==> config.mk <==
export PLATFORM = sky130hd
export DESIGN_NAME = seq_detector_param
export DESIGN_NICKNAME = d
export VERILOG_FILES = /design/src/rtl/seq_detector_param.sv
export SDC_FILE = /design/constraint.sdc
export NUM_CORES = 1
export LEC_CHECK = 0
export BUFFER_PORTS_ARGS = -buffer_cell sky130_fd_sc_hd__buf_2
export CAP_MARGIN = 25
export CORE_MARGIN = 2
export CORE_UTILIZATION = 35
export DETAILED_ROUTE_END_ITERATION = 10
export SLEW_MARGIN = 20
export SYNTH_ARGS = -nofsm -noshare
export SYNTH_HDL_FRONTEND = slang
export SYNTH_SLANG_ARGS = --single-unit
==> constraint.sdc <==
create_clock -name clk -period 5.1 [get_ports clk]
set_input_delay 0 -clock clk [delete_from_list [all_inputs] [get_ports clk]]
set_output_delay 0 -clock clk [all_outputs]
set_load 0.01 [all_outputs]
==> src/rtl/seq_detector_param.sv <==
// Parametrised serial pattern detector.
// Detects a WIDTH-bit programmable pattern (MSB = first bit received) on a
// qualified serial stream, with overlapping or non-overlapping detection,
// a registered one-cycle match pulse and a saturating match counter.
// Optional feature: define SEQDET_MASK_EN to add a per-bit don't-care mask
// (pat_mask_in, loaded with pat_in; mask bit 1 = ignore that bit).
module seq_detector_param #(
    parameter int unsigned     WIDTH   = 4,
    parameter logic [WIDTH-1:0] PATTERN = 4'b1011,
    parameter int unsigned     CNT_W   = 8
) (
    input  logic             clk,
    input  logic             rst,
    input  logic             in_valid,
    input  logic             in_bit,
    input  logic             overlap,
    input  logic             pat_load,
    input  logic [WIDTH-1:0] pat_in,
`ifdef SEQDET_MASK_EN
    input  logic [WIDTH-1:0] pat_mask_in,
`endif
    input  logic             cnt_clr,
    output logic             match,
    output logic [CNT_W-1:0] match_count,
    output logic             armed
);

    localparam int unsigned FillW = $clog2(WIDTH + 1);
    localparam logic [FillW-1:0] FillMax  = FillW'(WIDTH);
    localparam logic [FillW-1:0] FillLast = FillW'(WIDTH - 1);

    typedef enum logic [0:0] {StFill, StArmed} state_e;

    state_e           state_q, state_d;
    logic [WIDTH-1:0] hist_q, hist_d;
    logic [WIDTH-1:0] pat_q, pat_d;
    logic [FillW-1:0] fill_q, fill_d;
    logic             match_q, match_d;
    logic [CNT_W-1:0] cnt_q, cnt_d;
`ifdef SEQDET_MASK_EN
    logic [WIDTH-1:0] mask_q, mask_d;
`endif

    logic [WIDTH-1:0] hist_n;
    logic             accept;
    logic             cmp_ok;
    logic             hit;

    // Candidate history and hit detection for the bit offered this cycle
    always_comb begin
        hist_n = {hist_q[WIDTH-2:0], in_bit};
        // A pattern load wins over the same-cycle bit, which is dropped
        accept = in_valid && !pat_load;
`ifdef SEQDET_MASK_EN
        cmp_ok = ((hist_n ^ pat_q) & ~mask_q) == '0;
`else
        cmp_ok = (hist_n == pat_q);
`endif
        hit = accept && (fill_q >= FillLast) && cmp_ok;
    end

    // Next-state logic for history, fill, pattern, match pulse and counter
    always_comb begin
        state_d = state_q;
        hist_d  = hist_q;
        pat_d   = pat_q;
        fill_d  = fill_q;
        match_d = 1'b0;
        cnt_d   = cnt_q;
`ifdef SEQDET_MASK_EN
        mask_d  = mask_q;
`endif

        if (pat_load) begin
            pat_d   = pat_in;
`ifdef SEQDET_MASK_EN
            mask_d  = pat_mask_in;
`endif
            fill_d  = '0;
            state_d = StFill;
        end else if (in_valid) begin
            hist_d  = hist_n;
            match_d = hit;
            if (hit && !overlap) begin
                // Non-overlapping: the next match needs WIDTH fresh bits
                fill_d  = '0;
                state_d = StFill;
            end else begin
                fill_d  = (fill_q == FillMax) ? fill_q : fill_q + FillW'(1);
                state_d = (fill_d == FillMax) ? StArmed : StFill;
            end
        end

        if (cnt_clr) begin
            cnt_d = hit ? CNT_W'(1) : '0;
        end else if (hit && (cnt_q != '1)) begin
            cnt_d = cnt_q + CNT_W'(1);
        end
    end

    // State registers with synchronous active-high reset
    always_ff @(posedge clk) begin
        if (rst) begin
            state_q <= StFill;
            hist_q  <= '0;
            pat_q   <= PATTERN;
            fill_q  <= '0;
            match_q <= 1'b0;
            cnt_q   <= '0;
`ifdef SEQDET_MASK_EN
            mask_q  <= '0;
`endif
        end else begin
            state_q <= state_d;
            hist_q  <= hist_d;
            pat_q   <= pat_d;
            fill_q  <= fill_d;
            match_q <= match_d;
            cnt_q   <= cnt_d;
`ifdef SEQDET_MASK_EN
            mask_q  <= mask_d;
`endif
        end
    end

    assign match       = match_q;
    assign match_count = cnt_q;
    assign armed       = (state_q == StArmed);

endmodule

== Yosys cells after proc, flatten, opt, wreduce, memory -nomap -nowiden ==
Cells that the tools add are included.
Operators by class
  $add $sub $neg: 2
  order comparisons: 1
  equal/unequal tests: 4
  mux-type cells: 7
  bitwise logic cells: 2
  reductions and logical operators: 11
Operators with widths (count)
  $mux W8: 2
  $add A8 B1 Y8 const B: 1
  $ne A8 B8 Y1 const B: 1
  $eq A3 B3 Y1 const B: 2
  $mux W3: 2
  $logic_and A1 B1 Y1: 5
  $eq A4 B4 Y1: 1
  $add A3 B1 Y3 const B: 1
  $ge A3 B2 Y1 const B: 1
  $mux W1: 3
  $reduce_or A3 Y1: 1
  $logic_not A1 Y1: 2
  $not A1 Y1: 2
  $reduce_and A2 Y1: 1
  $reduce_bool A2 Y1: 1
  $reduce_or A2 Y1: 1
Word-level totals
  bits in registers: 20
  bits of input ports: 11
  output and inout port bits: 10

== Longest topological paths before layout ==
  depth in word-level cells: 7
  mapped depth: 7
  gate-level depth less buffers: 7

== Worst setup path before layout ==
Ideal clock, no wire load.
  path kind: register to register
  start: register fill_q[0]
  end: register state_q (netlist: armed)
  setup time: 0.078 ns
  arrival time: 1.655 ns
  data required time: 5.022 ns
  slack: 3.367 ns
  cell stages (with the launch flop): 8
  path buffers: 0
  cell sequence: dfxtp_1 -> ha_1 -> ha_1 -> a211o_1 -> nand4_4 -> nor3_1 -> o41a_1 -> nor3_1
Between the ends
  word-level cells in the longest chain between the ends: 5
  elaborated cells between the ends (all ways): 10
Ends and longest elaborated chain
  start, declared: RTL line 37  | logic [FillW-1:0] fill_q, fill_d;
  start signal, assigned: RTL line 117  | fill_q <= fill_d;
  $add A3 B1 Y3 (tied with other cells): RTL line 89  | fill_d = (fill_q == FillMax) ? fill_q : fill_q + FillW'(1);
  $mux W3 or $logic_and A1 B1 Y1 (tied branches): RTL line 89, 59
  $eq A3 B3 Y1 or $logic_and A1 B1 Y1 (tied branches): RTL line 90, 59
  $mux W1 or $logic_and A1 B1 Y1 (tied branches): RTL line 90, 84
  $mux W1 (*): RTL line 84  | if (hit && !overlap) begin
  end signal, assigned: RTL line 104  | state_q <= StFill;
  end signal, assigned: RTL line 114  | state_q <= state_d;
  end, declared: RTL line 34  | state_e state_q, state_d;
Mark *: on every way between the ends. The rest lies on a longest branch, timed or not.
A chain may end at the register's enable or synchronous reset.

== Worst setup path in the final report ==
Same ends and word-level chain as after synthesis.

==> results.sh <==
export IMPL_layout_drive_gt1_share_pct=22.5
export IMPL_port_buffers=20
export IMPL_detail_route_iter0_violations=9
export IMPL_first_global_vias=772
export IMPL_synth_top_cells_by_count="20 x dfxtp_1, 14 x nor2_1, 8 x xnor2_1"
export IMPL_min_delay_path_class="primary input to flop"
export IMPL_ant_nets=0
export IMPL_cp_num_buf_inv=0
export IMPL_timing_hold_violations_final=0
export IMPL_ctsHtreeMaxLevel=1
export IMPL_maximum_number_of_pins_on_one_net_before_global_route_repair=13
export IMPL_hold_ws_ns=0.0146
export IMPL_status="finished clean"
export IMPL_netlist_top_cell_by_area="dfxtp_1"
export IMPL_ffs_latches_synth=20
export IMPL_cts_buffer_depth=2
export IMPL_gp_congestion=0.714
export IMPL_clock_sink_count=20
export IMPL_clk_latency_ns=0.29
export IMPL_initial_core_util_pct=37.4
export IMPL_post_route_min_period_ns=1.92
export IMPL_yosys_most_used_dff="dfxtp_1"
export IMPL_grt_overflow=0
export IMPL_instances_no_fill=169
export IMPL_die_height_microns=58.5
export IMPL_antenna_violations_before_repair=0
export IMPL_critPathMaxStageDelay_ns=0.39
export IMPL_tritoncts="done"
export IMPL_critical_path_max_fanout=9
export IMPL_finalNetCount=155
export IMPL_crit_slowest_cell="o41a_1"
export IMPL_wirelength_microns=2000
export IMPL_edff_count_synth=0
export IMPL_worst_setup_path_type="flop to flop"
export IMPL_placeable_core_region_sq_mm=0.00278
export IMPL_timing_max_transition_violations_final=0
export IMPL_fmax_mhz=522
export IMPL_critical_path_cell_chain="ha_1 -> ha_1 -> a211o_1 -> nand4_4 -> nor3_1 -> o41a_1 -> nor3_1"
export IMPL_vdd_ir_drop_max_mv=0.156
export IMPL_synth_most_common_cell="dfxtp_1"
export IMPL_syn_cell_area_sq_mm=0.00104
export IMPL_rsz0062_at_grt="no"
export IMPL_cp_required_ns=5.32
export IMPL_post_drt_via_cell_ratio=5.04
export IMPL_cts_hold_fix_buffers=6
export IMPL_cellPowerDensity_mw_per_mm2=214
export IMPL_fin_worst_skew_ns=0.00369
export IMPL_die_x_microns=58.5
export IMPL_hpwlAfterDp_microns=1520
export IMPL_track_usage_pct=13.0
export IMPL_synth_top_cell_area_share_pct=38.5
export IMPL_syn_inst=114
export IMPL_worst_ep_arrival_time_ns=2.14
export IMPL_layout_worst_path_cycle_share_pct=37.6
export IMPL_async_flop_share_pct=0
export IMPL_yosys_top_cells_area="dfxtp_1 38%, xnor2_1 6.7%, nor2_1 5.0%"
export IMPL_timing_final_setup_violations=0
export IMPL_setup_worst_path_start_class="flop"
export IMPL_via_count=852
export IMPL_synth_cell_types=34
export IMPL_n_fill_cell=277
export IMPL_placed_cell_count=160
export IMPL_mean_instance_size_in_the_synthesized_netlist_sq_um=9.13
export IMPL_timing_max_slew_rel_slack_pct=65.7
export IMPL_critical_path_top_delay_family="compound AO/OA/AOI/OAI gates"
export IMPL_synthesis_yosys_warnings=0
export IMPL_maxCapViolCount=0
export IMPL_post_cts_setup_buffer_count=0
export IMPL_cts_buffers_inserted=3
export IMPL_cts_clk_slew_worst_paths_ns=0.11
export IMPL_crit_path_end_kind="flop"
export IMPL_antenna_cells=0
export IMPL_die_area_sq_mm=0.00343
export IMPL_row_count=19
export IMPL_drc_markers=0
export IMPL_final_setup_tns_ns=0
export IMPL_tightest_slew_ns=0.514
export IMPL_syn2layout_area_growth_pct=18.3
export IMPL_drt_pre_antenna_iters=3
export IMPL_pin_count=21
export IMPL_drt_wirelength_per_cell_microns=11.8
export IMPL_ctsResizeCount=0
export IMPL_grt_pass1_wl_microns=3410
export IMPL_clockRootBuffer="clkbuf_4"
export IMPL_syn_nets=129
export IMPL_p_leak_nw=0.482
export IMPL_synth_sequential_area_ratio_pct=38.5
-- where the power goes --
part           internal (mW)  switching (mW)  total (mW)
sequential             0.159         0.00247       0.162
clock                 0.0275          0.0466      0.0741
combinational         0.0134          0.0143      0.0277
total                  0.200          0.0634       0.264
-- logic make-up (layout without fill, tap and decap cells) --
kind of cell	after synthesis	count (layout)	synth area share, %
flip-flops	20	20	38.5
AND/OR/NAND/NOR	48	48	28.5
AO/OA/AOI/OAI	18	18	11.5
multiplexers	5	5	4.81
buffers and inverters	11	35	5.17
XOR/XNOR	8	8	6.73
adder cells (fa/ha/maj)	4	4	4.81
-- per-layer routing --
layer  vias to the layer above  GRT usage (%)  share of wire (%)
met5                         -              0                  0
met4                         0           6.98                2.1
met3                         4           1.76                2.5
met2                        10           22.0                 50
met1                       391           15.8                 46
li1                        447              -                  -
-- sequential cells by signal, summed over array words and instances (netlist names) --
signal	flops
match_count	8
match	1
hist_q	3
armed	1
pat_q	4
fill_q	3
-- cells in the final DEF, fill, tap and decap left out --
cell and count:
nor3_2 1, and3b_1 1, nor4b_2 1, a211o_1 4, nand4_4 1, mux2i_1 5
or2_2 1, nor4_1 3, and2_1 1, dfxtp_1 20, o41a_1 1, ha_1 4
or3b_1 1, o22ai_1 1, nor4_4 1, xnor2_1 8, nand2_1 5, dlygate4sd3_1 6
nand2_2 1, nor3_1 3, buf_2 20, inv_1 6, clkbuf_4 3, nor2_1 14
a21oi_1 6, o21a_1 1, o21ai_0 3, and3_2 1, a21o_1 2, and4_1 2
nor2b_1 4, and2_2 1, nand3_1 6
-- cell type report --
type / count / area (sq um) / share of cell area [%]
Tap cell: 31 / 38.8 / 3.15
Inverter: 6 / 22.5 / 1.83
Sequential cell: 20 / 400 / 32.5
Timing Repair Buffer: 26 / 160 / 13.0
Multi-Input combinational cell: 83 / 587 / 47.7
Clock buffer: 3 / 22.5 / 1.83
-- through the flow --
stage	area [sq um]	util [%]	setup WS [ns]	total power, mW
final	1230	44.3	3.18	0.264
after global routing	1230	44.3	2.94	0.274
after CTS	1230	44.3	3.16	0.267
after detailed placement	1150	41.3	3.19	0.190
after global placement	1150	41.3	3.30	0.189
after floorplan	1040	-	3.37	0.183
-- final timing paths --
path / from / to / slack, ns / depth (start not counted)
worst min-delay path: pat_load / armed / 0.01 / 2
worst max register to register: fill_q[0] / armed / 3.18 / 7
worst max-delay path: fill_q[0] / armed / 3.18 / 7
worst min register to register: hist_q[2] / hist_q[2] / 0.55 / 2
Power figures use the tool's default switching activity.
